[config.mk]
export PLATFORM = sky130hd
export DESIGN_NAME = weight_fifo_in_ctrl_flat
export DESIGN_NICKNAME = d
export VERILOG_FILES = /design/src/rtl/weight_fifo_pkg.sv /design/src/rtl/weight_fifo_in_ctrl_if.sv /design/src/rtl/weight_fifo_in_ctrl.sv /design/src/flat_wrapper.sv
export SDC_FILE = /design/constraint.sdc
export NUM_CORES = 1
export LEC_CHECK = 0
export ABC_AREA = 1
export BUFFER_PORTS_ARGS = -buffer_cell sky130_fd_sc_hd__buf_2
export CAP_MARGIN = 20
export CORE_AREA = 4 4 217 219
export DETAILED_ROUTE_END_ITERATION = 10
export DIE_AREA = 0 0 221 223
export SLEW_MARGIN = 0
export SYNTH_ARGS = -nofsm -noshare
export SYNTH_HDL_FRONTEND = slang
export SYNTH_SLANG_ARGS = --single-unit
export TNS_END_PERCENT = 1
[constraint.sdc]
create_clock -name clk -period 1.27 [get_ports clk]
set_input_delay 0.127 -clock clk [delete_from_list [all_inputs] [get_ports clk]]
set_output_delay 0.127 -clock clk [all_outputs]
set_load 0.005 [all_outputs]
[src/rtl/weight_fifo_pkg.sv]
// Shared definitions for the weight FIFO bank: fill-FSM state encoding and
// default geometry used by the input controller, output controller and bank.
package weight_fifo_pkg;

  localparam int unsigned DEF_FIFO_WIDTH = 16;
  localparam int unsigned DEF_FIFO_DEPTH = 16;
  localparam int unsigned DEF_DATA_WIDTH = 16;

  typedef enum logic [1:0] {
    ST_IDLE  = 2'd0,
    ST_FILL  = 2'd1,
    ST_ISSUE = 2'd2,
    ST_DRAIN = 2'd3
  } fill_state_e;

endpackage : weight_fifo_pkg

[src/rtl/weight_fifo_in_ctrl_if.sv]
// Bundle between the weight-fill controller and its surroundings.
// master : upstream row source + FIFO bank + output controller (environment)
// slave  : weight_fifo_in_ctrl
//   start/col_mask   tile start request and column enable mask
//   in_valid/in_ready/in_data   row stream, one row per beat
//   fifo_full/fifo_push/fifo_wdata   per-column FIFO bank write port
//   out_en/out_done  handshake with the FIFO output controller
//   busy/tile_done   status
interface weight_fifo_in_ctrl_if
  import weight_fifo_pkg::*;
#(
  parameter int unsigned FIFO_WIDTH = DEF_FIFO_WIDTH,
  parameter int unsigned DATA_WIDTH = DEF_DATA_WIDTH
) ();

  logic                             start;
  logic [FIFO_WIDTH-1:0]            col_mask;
  logic                             in_valid;
  logic                             in_ready;
  logic [FIFO_WIDTH*DATA_WIDTH-1:0] in_data;
  logic [FIFO_WIDTH-1:0]            fifo_full;
  logic [FIFO_WIDTH-1:0]            fifo_push;
  logic [FIFO_WIDTH*DATA_WIDTH-1:0] fifo_wdata;
  logic                             out_en;
  logic                             out_done;
  logic                             busy;
  logic                             tile_done;

  modport master (
    output start, col_mask, in_valid, in_data, fifo_full, out_done,
    input  in_ready, fifo_push, fifo_wdata, out_en, busy, tile_done
  );

  modport slave (
    input  start, col_mask, in_valid, in_data, fifo_full, out_done,
    output in_ready, fifo_push, fifo_wdata, out_en, busy, tile_done
  );

endinterface : weight_fifo_in_ctrl_if

[src/rtl/weight_fifo_in_ctrl.sv]
// Upstream fill controller for the weight FIFO bank. Accepts FIFO_DEPTH rows
// on a valid/ready stream, pushes each row into the masked-in column FIFOs,
// pulses out_en to the output controller, then waits for its out_done.
// Ports:
//   clk   clock
//   rstn  asynchronous active-low reset
//   bus   weight_fifo_in_ctrl_if.slave (stream, FIFO bank, output ctrl, status)
// in_ready, fifo_push and fifo_wdata are combinational decodes of the
// registered state; out_en, busy and tile_done come straight from flops.
module weight_fifo_in_ctrl
  import weight_fifo_pkg::*;
#(
  parameter int unsigned FIFO_WIDTH = DEF_FIFO_WIDTH,
  parameter int unsigned FIFO_DEPTH = DEF_FIFO_DEPTH,
  parameter int unsigned DATA_WIDTH = DEF_DATA_WIDTH
) (
  input  logic                  clk,
  input  logic                  rstn,
  weight_fifo_in_ctrl_if.slave  bus
);

  localparam int unsigned CNT_W = $clog2(FIFO_DEPTH + 1);
  localparam logic [CNT_W-1:0] LAST_ROW = CNT_W'(FIFO_DEPTH - 1);

  fill_state_e           state_q, state_d;
  logic [CNT_W-1:0]      row_cnt_q, row_cnt_d;
  logic [FIFO_WIDTH-1:0] mask_q, mask_d;
  logic                  out_en_q, out_en_d;
  logic                  busy_q, busy_d;
  logic                  tile_done_q, tile_done_d;

  logic                  in_ready_c;
  logic                  beat_c;

  // Next-state, counter and registered-output logic.
  always_comb begin
    state_d     = state_q;
    row_cnt_d   = row_cnt_q;
    mask_d      = mask_q;
    out_en_d    = 1'b0;
    tile_done_d = 1'b0;
    in_ready_c  = 1'b0;
    beat_c      = 1'b0;

    unique case (state_q)
      ST_IDLE: begin
        // The tile_done cycle is already IDLE but still closes the previous
        // tile, so a start landing on it is dropped.
        if (bus.start && !tile_done_q) begin
          state_d   = ST_FILL;
          row_cnt_d = '0;
          mask_d    = bus.col_mask;
        end
      end

      ST_FILL: begin
        // Only masked-in columns may stall the stream.
        in_ready_c = ~|(bus.fifo_full & mask_q);
        beat_c     = bus.in_valid && in_ready_c;
        if (beat_c) begin
          if (row_cnt_q == LAST_ROW) begin
            row_cnt_d = '0;
            state_d   = ST_ISSUE;
            out_en_d  = 1'b1;
          end else begin
            row_cnt_d = row_cnt_q + CNT_W'(1);
          end
        end
      end

      ST_ISSUE: begin
        state_d = ST_DRAIN;
      end

      ST_DRAIN: begin
        if (bus.out_done) begin
          state_d     = ST_IDLE;
          tile_done_d = 1'b1;
        end
      end

      default: begin
        state_d = ST_IDLE;
      end
    endcase

    busy_d = (state_d != ST_IDLE);
  end

  // State and output registers.
  always_ff @(posedge clk or negedge rstn) begin
    if (!rstn) begin
      state_q     <= ST_IDLE;
      row_cnt_q   <= '0;
      mask_q      <= '0;
      out_en_q    <= 1'b0;
      busy_q      <= 1'b0;
      tile_done_q <= 1'b0;
    end else begin
      state_q     <= state_d;
      row_cnt_q   <= row_cnt_d;
      mask_q      <= mask_d;
      out_en_q    <= out_en_d;
      busy_q      <= busy_d;
      tile_done_q <= tile_done_d;
    end
  end

  assign bus.in_ready   = in_ready_c;
  assign bus.fifo_push  = {FIFO_WIDTH{beat_c}} & mask_q;
  // Data is only meaningful in FILL; elsewhere it reads zero.
  assign bus.fifo_wdata = (state_q == ST_FILL) ? bus.in_data : '0;
  assign bus.out_en     = out_en_q;
  assign bus.busy       = busy_q;
  assign bus.tile_done  = tile_done_q;

endmodule : weight_fifo_in_ctrl

[src/flat_wrapper.sv]
// flat-port wrapper written by rule: the top's interface ports become plain ports
module weight_fifo_in_ctrl_flat import weight_fifo_pkg::*;
#(
  parameter int unsigned FIFO_WIDTH = DEF_FIFO_WIDTH,
  parameter int unsigned FIFO_DEPTH = DEF_FIFO_DEPTH,
  parameter int unsigned DATA_WIDTH = DEF_DATA_WIDTH
)
  (clk, rstn, bus_start, bus_col_mask, bus_in_valid, bus_in_data, bus_fifo_full, bus_out_done, bus_in_ready, bus_fifo_push, bus_fifo_wdata, bus_out_en, bus_busy, bus_tile_done);
  weight_fifo_in_ctrl_if #(.FIFO_WIDTH(FIFO_WIDTH), .DATA_WIDTH(DATA_WIDTH)) bus_i ();
  input  logic clk;
  input  logic rstn;
  input wire logic [$bits(bus_i.start)-1:0] bus_start;
  input wire logic [$bits(bus_i.col_mask)-1:0] bus_col_mask;
  input wire logic [$bits(bus_i.in_valid)-1:0] bus_in_valid;
  input wire logic [$bits(bus_i.in_data)-1:0] bus_in_data;
  input wire logic [$bits(bus_i.fifo_full)-1:0] bus_fifo_full;
  input wire logic [$bits(bus_i.out_done)-1:0] bus_out_done;
  output wire logic [$bits(bus_i.in_ready)-1:0] bus_in_ready;
  output wire logic [$bits(bus_i.fifo_push)-1:0] bus_fifo_push;
  output wire logic [$bits(bus_i.fifo_wdata)-1:0] bus_fifo_wdata;
  output wire logic [$bits(bus_i.out_en)-1:0] bus_out_en;
  output wire logic [$bits(bus_i.busy)-1:0] bus_busy;
  output wire logic [$bits(bus_i.tile_done)-1:0] bus_tile_done;
  assign bus_i.start = bus_start;
  assign bus_i.col_mask = bus_col_mask;
  assign bus_i.in_valid = bus_in_valid;
  assign bus_i.in_data = bus_in_data;
  assign bus_i.fifo_full = bus_fifo_full;
  assign bus_i.out_done = bus_out_done;
  assign bus_in_ready = bus_i.in_ready;
  assign bus_fifo_push = bus_i.fifo_push;
  assign bus_fifo_wdata = bus_i.fifo_wdata;
  assign bus_out_en = bus_i.out_en;
  assign bus_busy = bus_i.busy;
  assign bus_tile_done = bus_i.tile_done;
  weight_fifo_in_ctrl #(.FIFO_WIDTH(FIFO_WIDTH), .FIFO_DEPTH(FIFO_DEPTH), .DATA_WIDTH(DATA_WIDTH)) u_core (.clk(clk), .rstn(rstn), .bus(bus_i));
endmodule
======== Word level (Yosys, flattened, before mapping) ========
Cells that the tools add are included.
operators by class
  add/sub/neg operators ................... 1
  equality and inequality tests ........... 6
  multiplexer cells ....................... 17
  bitwise operators ....................... 2
  reductions and logical operators ........ 10
operators with widths
  kind                 number
  $mux 256             1
  $and 16x16->16       2
  $reduce_or 16->1     1
  $mux 5               3
  $pmux 5 s2           1
  $mux 2               4
  $pmux 2 s4           1
  $mux 1               7
  $add 5x1->5 const B  1
  $eq 5x4->1 const B   1
  $eq 2x2->1 const B   2
  $ne 2x1->1 const B   2
  $reduce_bool 2->1    2
  $reduce_and 3->1     1
  $eq 2x1->1 const B   1
  $logic_and 1x1->1    2
  $logic_not 1->1      2
  $logic_not 2->1      1
  $reduce_and 2->1     1
word-level totals
  flip-flop bits (word level) ............. 26
  bits of input ports ..................... 293
  output and inout bits ................... 276
  word-level logic and storage cells ...... 42

======== Longest topological paths before layout ========
Gate-level depths: netlist (run 1).
  depth in word-level cells ............... 7
  depth in mapped cells ................... 10
  mapped depth without buffers ............ 10

======== Least setup slack after synthesis (run 1) ========
OpenSTA, ideal clock, no wires.
  path kind ............................... reg-to-reg
  from .................................... register u_core.row_cnt_q[0]
  to ...................................... register u_core.busy_q (netlist: u_core.bus.busy)
  library setup time ...................... 127 ps
  data arrival time ....................... 1163 ps
  required time ........................... 1143 ps
  setup slack ............................. -20 ps
  stages on the path, launching flop included .. 10
  buffers on the path ..................... 0
  period minus slack after synthesis ...... 1290 ps
  path through ............................ dfrtp_1 -> ha_1 -> nand2_1 -> inv_1 -> nand2_1 -> nor2_2 -> inv_1 -> nand2_1 -> and3_1 -> nand3_1
between the ends
  word-level cells in the longest chain between the ends .. 5
ends and longest elaborated chain
  what                     line                        text
  start, declared          weight_fifo_in_ctrl.sv:26   logic [CNT_W-1:0] row_cnt_q, row_cnt_d;
  start signal, assigned   weight_fifo_in_ctrl.sv:101  row_cnt_q <= row_cnt_d;
  $eq 5x4->1               weight_fifo_in_ctrl.sv:61   if (row_cnt_q == LAST_ROW) begin
  $mux 2                   weight_fifo_in_ctrl.sv:61
  $mux 2                   weight_fifo_in_ctrl.sv:60   if (beat_c) begin
  $pmux 2 s4               weight_fifo_in_ctrl.sv:45   unique case (state_q)
  $reduce_bool 2->1        weight_fifo_in_ctrl.sv:87   busy_d = (state_d != ST_IDLE);
  named net u_core.busy_d  weight_fifo_in_ctrl.sv:29   logic busy_q, busy_d;
  end signal, assigned     weight_fifo_in_ctrl.sv:104  busy_q <= busy_d;
  end, declared            weight_fifo_in_ctrl.sv:29
The timed path passes the listed nets, and every way through them passes these cells.
A chain may end at the register's enable or synchronous reset.

======== Worst setup path after layout (run 1) ========
  from .................................... register u_core.mask_q[12]
  to ...................................... output bus_fifo_push[1]
between the ends
  word-level cells in the longest chain between the ends .. 6
ends and longest elaborated chain
  what                    line                        text
  start, declared         weight_fifo_in_ctrl.sv:27   logic [FIFO_WIDTH-1:0] mask_q, mask_d;
  start signal, assigned  weight_fifo_in_ctrl.sv:102  mask_q <= mask_d;
  $and 16x16->16          weight_fifo_in_ctrl.sv:58   in_ready_c = ~|(bus.fifo_full & mask_q);
  $reduce_or 16->1        weight_fifo_in_ctrl.sv:58
  $logic_not 1->1         weight_fifo_in_ctrl.sv:58
  $logic_and 1x1->1       weight_fifo_in_ctrl.sv:59   beat_c = bus.in_valid && in_ready_c;
  $mux 1                  weight_fifo_in_ctrl.sv:45
  $and 16x16->16          weight_fifo_in_ctrl.sv:110  assign bus.fifo_push = {FIFO_WIDTH{beat_c}} & mask_q;
  end, declared           flat_wrapper.sv:19          output wire logic [$bits(bus_i.fifo_push)-1:0] bus_fifo_push;
No other way between the ends.

==> results of run 1 <==
-- flip-flops by register name, summed over array words and instances, names as in the netlist --
| signal | flops |
|---|---|
| u_core.bus.busy | 1 |
| u_core.bus.out_en | 1 |
| u_core.bus.tile_done | 1 |
| u_core.mask_q | 16 |
| u_core.row_cnt_q | 5 |
| u_core.state_q | 2 |
-- layout by cell type, fill, tap and decap left out, types with 5 or more instances in the layout --
cell type / synthesis / final
inv_1: 277 / 277
buf_12: 0 / 7
nand3_1: 5 / 5
a21oi_1: 17 / 16
buf_2: 4 / 544
nand2_1: 46 / 44
dfrtp_1: 26 / 26
nor2_1: 298 / 257
nor2_2: 3 / 44
buf_6: 25 / 19
buf_4: 0 / 48
diode_2: 0 / 11
-- how the worst max path moves through the flow --
stage	endpoint	slack, ns	cells after the start
floorplan	u_core.bus.busy	-0.02	9
global placement	bus_fifo_push[1]	-0.26	9
detailed placement	bus_fifo_push[3]	-0.27	9
CTS	bus_fifo_push[4]	-0.48	9
global route	bus_fifo_push[2]	-0.55	9
finish	bus_fifo_push[1]	-0.46	9
-- stage by stage --
step	TNS, ns	setup WS, ns	std cells	power, W
after CTS	-86.16	-0.484	1907	0.00341
after floorplan	-0.0202	-0.0202	721	0.00149
after global placement	-13.57	-0.256	1899	0.00257
final	-81.75	-0.461	1921	0.00337
after global routing	-107.13	-0.551	1912	0.00364
after detailed placement	-16.37	-0.269	1899	0.00257
-- tightest hold or removal path, cell delays in order --
cell     delay (ns)
buf_2          0.11
nand2_1        0.06
nor2_1         0.03
-- cell families after synthesis --
family,share of synthesized area (%)
xor gates and xnor gates,0.246
and+or+nand+nor,40.3
DFF,18.3
buffers and inverters,38.4
adders and majority gates,0.352
AOI/OAI and AO/OA,2.39
-- final cells by class --
| type | count | share of cell area, % |
|---|---|---|
| well taps | 600 | 9.77 |
| multi-input cells | 382 | 21.7 |
| inverters | 279 | 13.7 |
| diodes | 11 | 0.358 |
| repair buffers | 619 | 44.9 |
| clock buffers | 4 | 1.16 |
| flip-flops and latches | 26 | 8.47 |
-- per-layer routing --
| layer | vias up | wire length [um] |
|---|---|---|
| met3 | 30 | 4020 |
| met2 | 344 | 12200 |
| met4 | 12 | 268 |
| met5 | - | 75 |
| li1 | 3085 | - |
| met1 | 2486 | 9770 |
-- timing repair --
item                       in CTS  in global routing
hold endpoints to repair       26                  0
gates cloned                    0                  0
setup endpoints to repair     297                298
setup buffers                   3                  3
pin swaps                       5                  5
resized for setup              69                 21
hold buffers                    1                  0
-- power breakdown --
part | switching, W | total, W | internal, W
Sequential | 0.0000369 | 0.000936 | 0.000899
Clock | 0.000296 | 0.000779 | 0.000483
Combinational | 0.000788 | 0.00166 | 0.000869
==> results.json, run 1 <==
{
  "power.density_nw_per_um2": 439,
  "cts_inserted_buffers": 3,
  "busiest_layer": "met2",
  "ys_top_cells_by_area": "nor2_1, inv_1, dfrtp_1",
  "async_reset_ff_share_pct": 100,
  "drt_iter0_drc": 246,
  "area_delta_synth_final_pct": 116,
  "holdPathStages": 3,
  "ir_drop_v": 0.000385,
  "start_kind": "flip-flop",
  "clk_latency_ns": 0.26,
  "yosys_warnings": 0,
  "avgRoutedWirePerCell_um": 13.7,
  "r2r-start": "u_core.mask_q[12]",
  "slew_violations": 0,
  "rsz0062_at_grt": "true",
  "via_per_inst": 3.10,
  "worst-setup-path-type": "reg2out",
  "final_nets": 1605,
  "fin_area_um2": 7680,
  "drive_above_1_share_pct": 51.9,
  "netlist_top_cells_count": "nor2_1, inv_1, nand2_1",
  "drc": 0,
  "hold_end": "u_core.bus.tile_done",
  "syn_inst": 721,
  "worstPathArrival_ns": 1.60,
  "synth.largest_area_cell": "nor2_1",
  "yosysTopAreaCellShare_pct": 31.4,
  "synth_edf_count": 0,
  "hold_path.class": "in2reg",
  "grt_usage_pct": 9.71,
  "nFillCells": 5302,
  "fmax_mhz": 578,
  "antenna_found_initial": 27,
  "dpl.hpwl_um": 24000,
  "cts_root_buf": "clkbuf_16",
  "regArea_um2": 651,
  "die_w_um": 221,
  "first_pass_iters": 4,
  "outcome": "finished with violations",
  "rows": 78,
  "core_area_um2": 45100,
  "synth-seq-cells": 26,
  "cts_sinks": 26,
  "reg2reg_depth": 12,
  "min-delay-start": "bus_out_done",
  "ys_seq_area_share_pct": 18.3,
  "whs_ns": 0.0931,
  "required_ns": 1.14,
  "cp_num_buf_inv": 2,
  "use_met2_pct": 16.3,
  "die_area_um2": 49300,
  "multi_input_area_um2": 1660,
  "path_max_fanout": 12,
  "reg2reg_slack_ns": -0.40,
  "slew_headroom_pct": 58.2,
  "cpMaxStageDelayCell": "dfrtp_1",
  "drv_cap": 0,
  "ys_types": 20,
  "cts_buffer_depth": 2,
  "via_count": 5957,
  "dieHeight_um": 223,
  "met1_usage_pct": 11.0,
  "ios": 569,
  "finalCriticalPeriod_ns": 1.73,
  "grt_pass1_wl_um": 36500,
  "finClkSkew_ns": 0.00387,
  "grt_pass1_vias": 5771,
  "htree_levels": 1,
  "syn_avg_cell_area_um2": 4.94,
  "cts_tree": "built",
  "final_util_pct": 17.0,
  "dpl-instance-area_um2": 7260,
  "worst_slew_pin_slew_ns": 0.628,
  "power_leakage_nw": 5.20,
  "path_cells": "nand2_1, nand2_1, nor2_2, nand2_2, nor2_4, nand3_4, buf_12, nor2_1, buf_2",
  "cp_top_family": "simple AND/OR/NAND/NOR gates",
  "synth_fp_nets": 1015,
  "crit_path_end_kind": "primary output",
  "io_buffers": 568,
  "violations": "setup timing",
  "r2r-end": "u_core.row_cnt_q[2]",
  "initial_core_util_pct": 7.89,
  "finalSetupViolations": 298,
  "gp_congestion": 0.862,
  "grt-ovfl-total": 0,
  "use_met3_pct": 5.76,
  "path_clk_slew_ns": 0.07,
  "cp_slowest_stage_delay_ns": 0.38,
  "ant_nets": 0,
  "synth_area_um2": 3560,
  "synthFlopType": "dfrtp_1",
  "fin_crit_sh_pct": 136,
  "grt_max_degree": 41,
  "crit_path_start": "u_core.mask_q[12]",
  "hold_viol_final": 0,
  "yosysMostFrequentCell": "nor2_1",
  "crit_path_frequent_cell": "nand2_1",
  "routed_wl_um": 26400,
  "timing.final.ws_setup_ns": -0.461
}
Power figures use the tool's default switching activity.
==> inputs of run 2 (changes only) <==
- CORE_AREA: 4 4 217 219 -> 2 2 221 223
- DIE_AREA: 0 0 221 223 -> 0 0 223 225
==> run 2 against run 1 <==
Effect of this change:
- the run still ends with setup timing left
- largest power group unchanged
- largest cell class unchanged
- cell count is 0.31% higher
- global-route usage is 1.8 points lower
- count of clock-buffer cells in the layout unchanged
- routed wire length is 15% lower
- critical endpoint is now bus_fifo_push[2]
- sequential share of layout area decreased by 0.16 points
- first-iteration DRC count decreased by 37%
- die area up 1.8%
- utilization shrank 0.58 points
- via count is 0.45% lower
==> results.json, run 2 (synthesized netlist as in run 1, its figures left out) <==
{
  "rows": 80,
  "largest_reg_flops": 16,
  "outcome": "finished with violations",
  "finalCriticalPeriod_ns": 1.70,
  "drv_cap": 0,
  "rsz0062_at_grt": "true",
  "cp_slowest_stage_delay_ns": 0.39,
  "grt_pass1_vias": 5493,
  "drive_above_1_share_pct": 53.7,
  "whs_ns": 0.0985,
  "via_count": 5930,
  "io_buffers": 568,
  "avgRoutedWirePerCell_um": 11.6,
  "fin_area_um2": 7830,
  "power_leakage_nw": 5.22,
  "grt_max_degree": 44,
  "grt_pass1_wl_um": 30800,
  "final_common_cell": "buf_2",
  "finClkSkew_ns": 0.00336,
  "cts_sinks": 26,
  "hold_viol_final": 0,
  "grt_usage_pct": 7.92,
  "min-delay-start": "bus_out_done",
  "cpMaxStageDelayCell": "dfrtp_1",
  "path_clk_slew_ns": 0.06,
  "htree_levels": 1,
  "nFillCells": 5537,
  "final_nets": 1605,
  "die_area_um2": 50200,
  "slew_violations": 0,
  "mostFrequentLayoutCells": "buf_2, inv_1, nor2_1",
  "routed_wl_um": 22400,
  "slew_headroom_pct": 59.1,
  "fin_crit_sh_pct": 134,
  "hold_path.class": "in2reg",
  "dp_slack_ns": -0.367,
  "ant_nets": 0,
  "cts_buffer_depth": 2,
  "crit_path_frequent_cell": "nand2_2",
  "ios": 569,
  "cts_inserted_buffers": 3,
  "power.density_nw_per_um2": 428,
  "antenna_found_initial": 14,
  "worstPathArrival_ns": 1.57,
  "timing.final.ws_setup_ns": -0.432,
  "dpl-instance-area_um2": 7320,
  "worst-setup-path-type": "reg2out",
  "initial_core_util_pct": 7.48,
  "drc": 0,
  "path_max_fanout": 11,
  "dieHeight_um": 225,
  "r2r-start": "u_core.mask_q[12]",
  "gp_congestion": 0.792,
  "area_delta_synth_final_pct": 120,
  "finalSetupViolations": 281,
  "violations": "setup timing",
  "final_util_pct": 16.5,
  "start_kind": "flip-flop",
  "core_area_um2": 47500,
  "via_per_inst": 3.08,
  "dpl.hpwl_um": 20200,
  "fmax_mhz": 588,
  "first_pass_iters": 4,
  "path_cells": "nand2_2, nand2_2, nor2_4, nand2_2, nor2_4, nand3_4, buf_12, nor2_1, buf_2",
  "clk_latency_ns": 0.26,
  "top_register": "u_core.mask_q",
  "setup_tns_ns": -88.46,
  "largestRegisters": "u_core.mask_q: 16 flops, u_core.row_cnt_q: 5 flops, u_core.state_q: 2 flops",
  "cts_tree": "built",
  "crit_path_end_kind": "primary output",
  "cts_root_buf": "clkbuf_16",
  "worst_slew_pin_slew_ns": 0.613,
  "crit_path_start": "u_core.mask_q[12]",
  "drt_iter0_drc": 156,
  "ir_drop_v": 0.000483,
  "required_ns": 1.14,
  "grt-ovfl-total": 0,
  "die_w_um": 223
}
==> run 2: power breakdown <==
group	leakage [nW]	internal [W]	total, W	switching, W
registers	0.282	0.000899	0.000935	0.0000357
logic	4.90	0.000869	0.00165	0.000776
clock network	0.0442	0.000482	0.000770	0.000288
==> run 2: layer usage <==
metal | vias to the layer above | track usage [%] | share of wire (%)
met5 | - | 0 | 0.27
met4 | 10 | 1.13 | 2.4
met3 | 44 | 2.66 | 11
met2 | 334 | 14.7 | 49
met1 | 2473 | 8.90 | 38
li1 | 3069 | - | -
==> run 2: layout make-up <==
class                   instances  area (um^2)  share of cell area, %
multi-input cells             382         1810                   23.1
inverters                     279         1050                   13.5
flip-flops and latches         26          651                   8.31
clock buffers                   4         88.8                   1.13
diodes                          2         5.00                 0.0639
repair buffers                619         3450                   44.1
well taps                     615          769                   9.83
==> run 2: through the flow <==
stage               power [W]  instances
floorplan             0.00149        721
global placement      0.00251       1917
detailed placement    0.00251       1917
CTS                   0.00335       1925
global route          0.00361       1926
finish                0.00335       1927
==> run 2: worst paths after layout <==
check | end | slack (ns) | cells past startpoint
min | u_core.bus.tile_done | 0.1 | 3
min reg2reg | u_core.mask_q[0] | 0.55 | 2
max | bus_fifo_push[2] | -0.43 | 9
max in group asynchronous | u_core.mask_q[4] | 0.46 | 2
min in group asynchronous | u_core.mask_q[8] | 0.41 | 2
max reg2reg | u_core.row_cnt_q[1] | -0.36 | 11
==> run 2: worst max-delay path: cells and delay by family, from the launching register on <==
kind | cells | cell delay, ns
buffers and inverters | 2 | 0.28
flip-flops | 1 | 0.39
AND/OR/NAND/NOR | 7 | 0.63
==> run 2: what timing repair did <==
| item | CTS | global route |
|---|---|---|
| hold endpoints to repair | 26 | 0 |
| setup endpoints to repair | 298 | 290 |
| pin swaps | 5 | 6 |
| setup buffers | 3 | 0 |
| resized for setup | 63 | 55 |
| hold buffers | 1 | 0 |
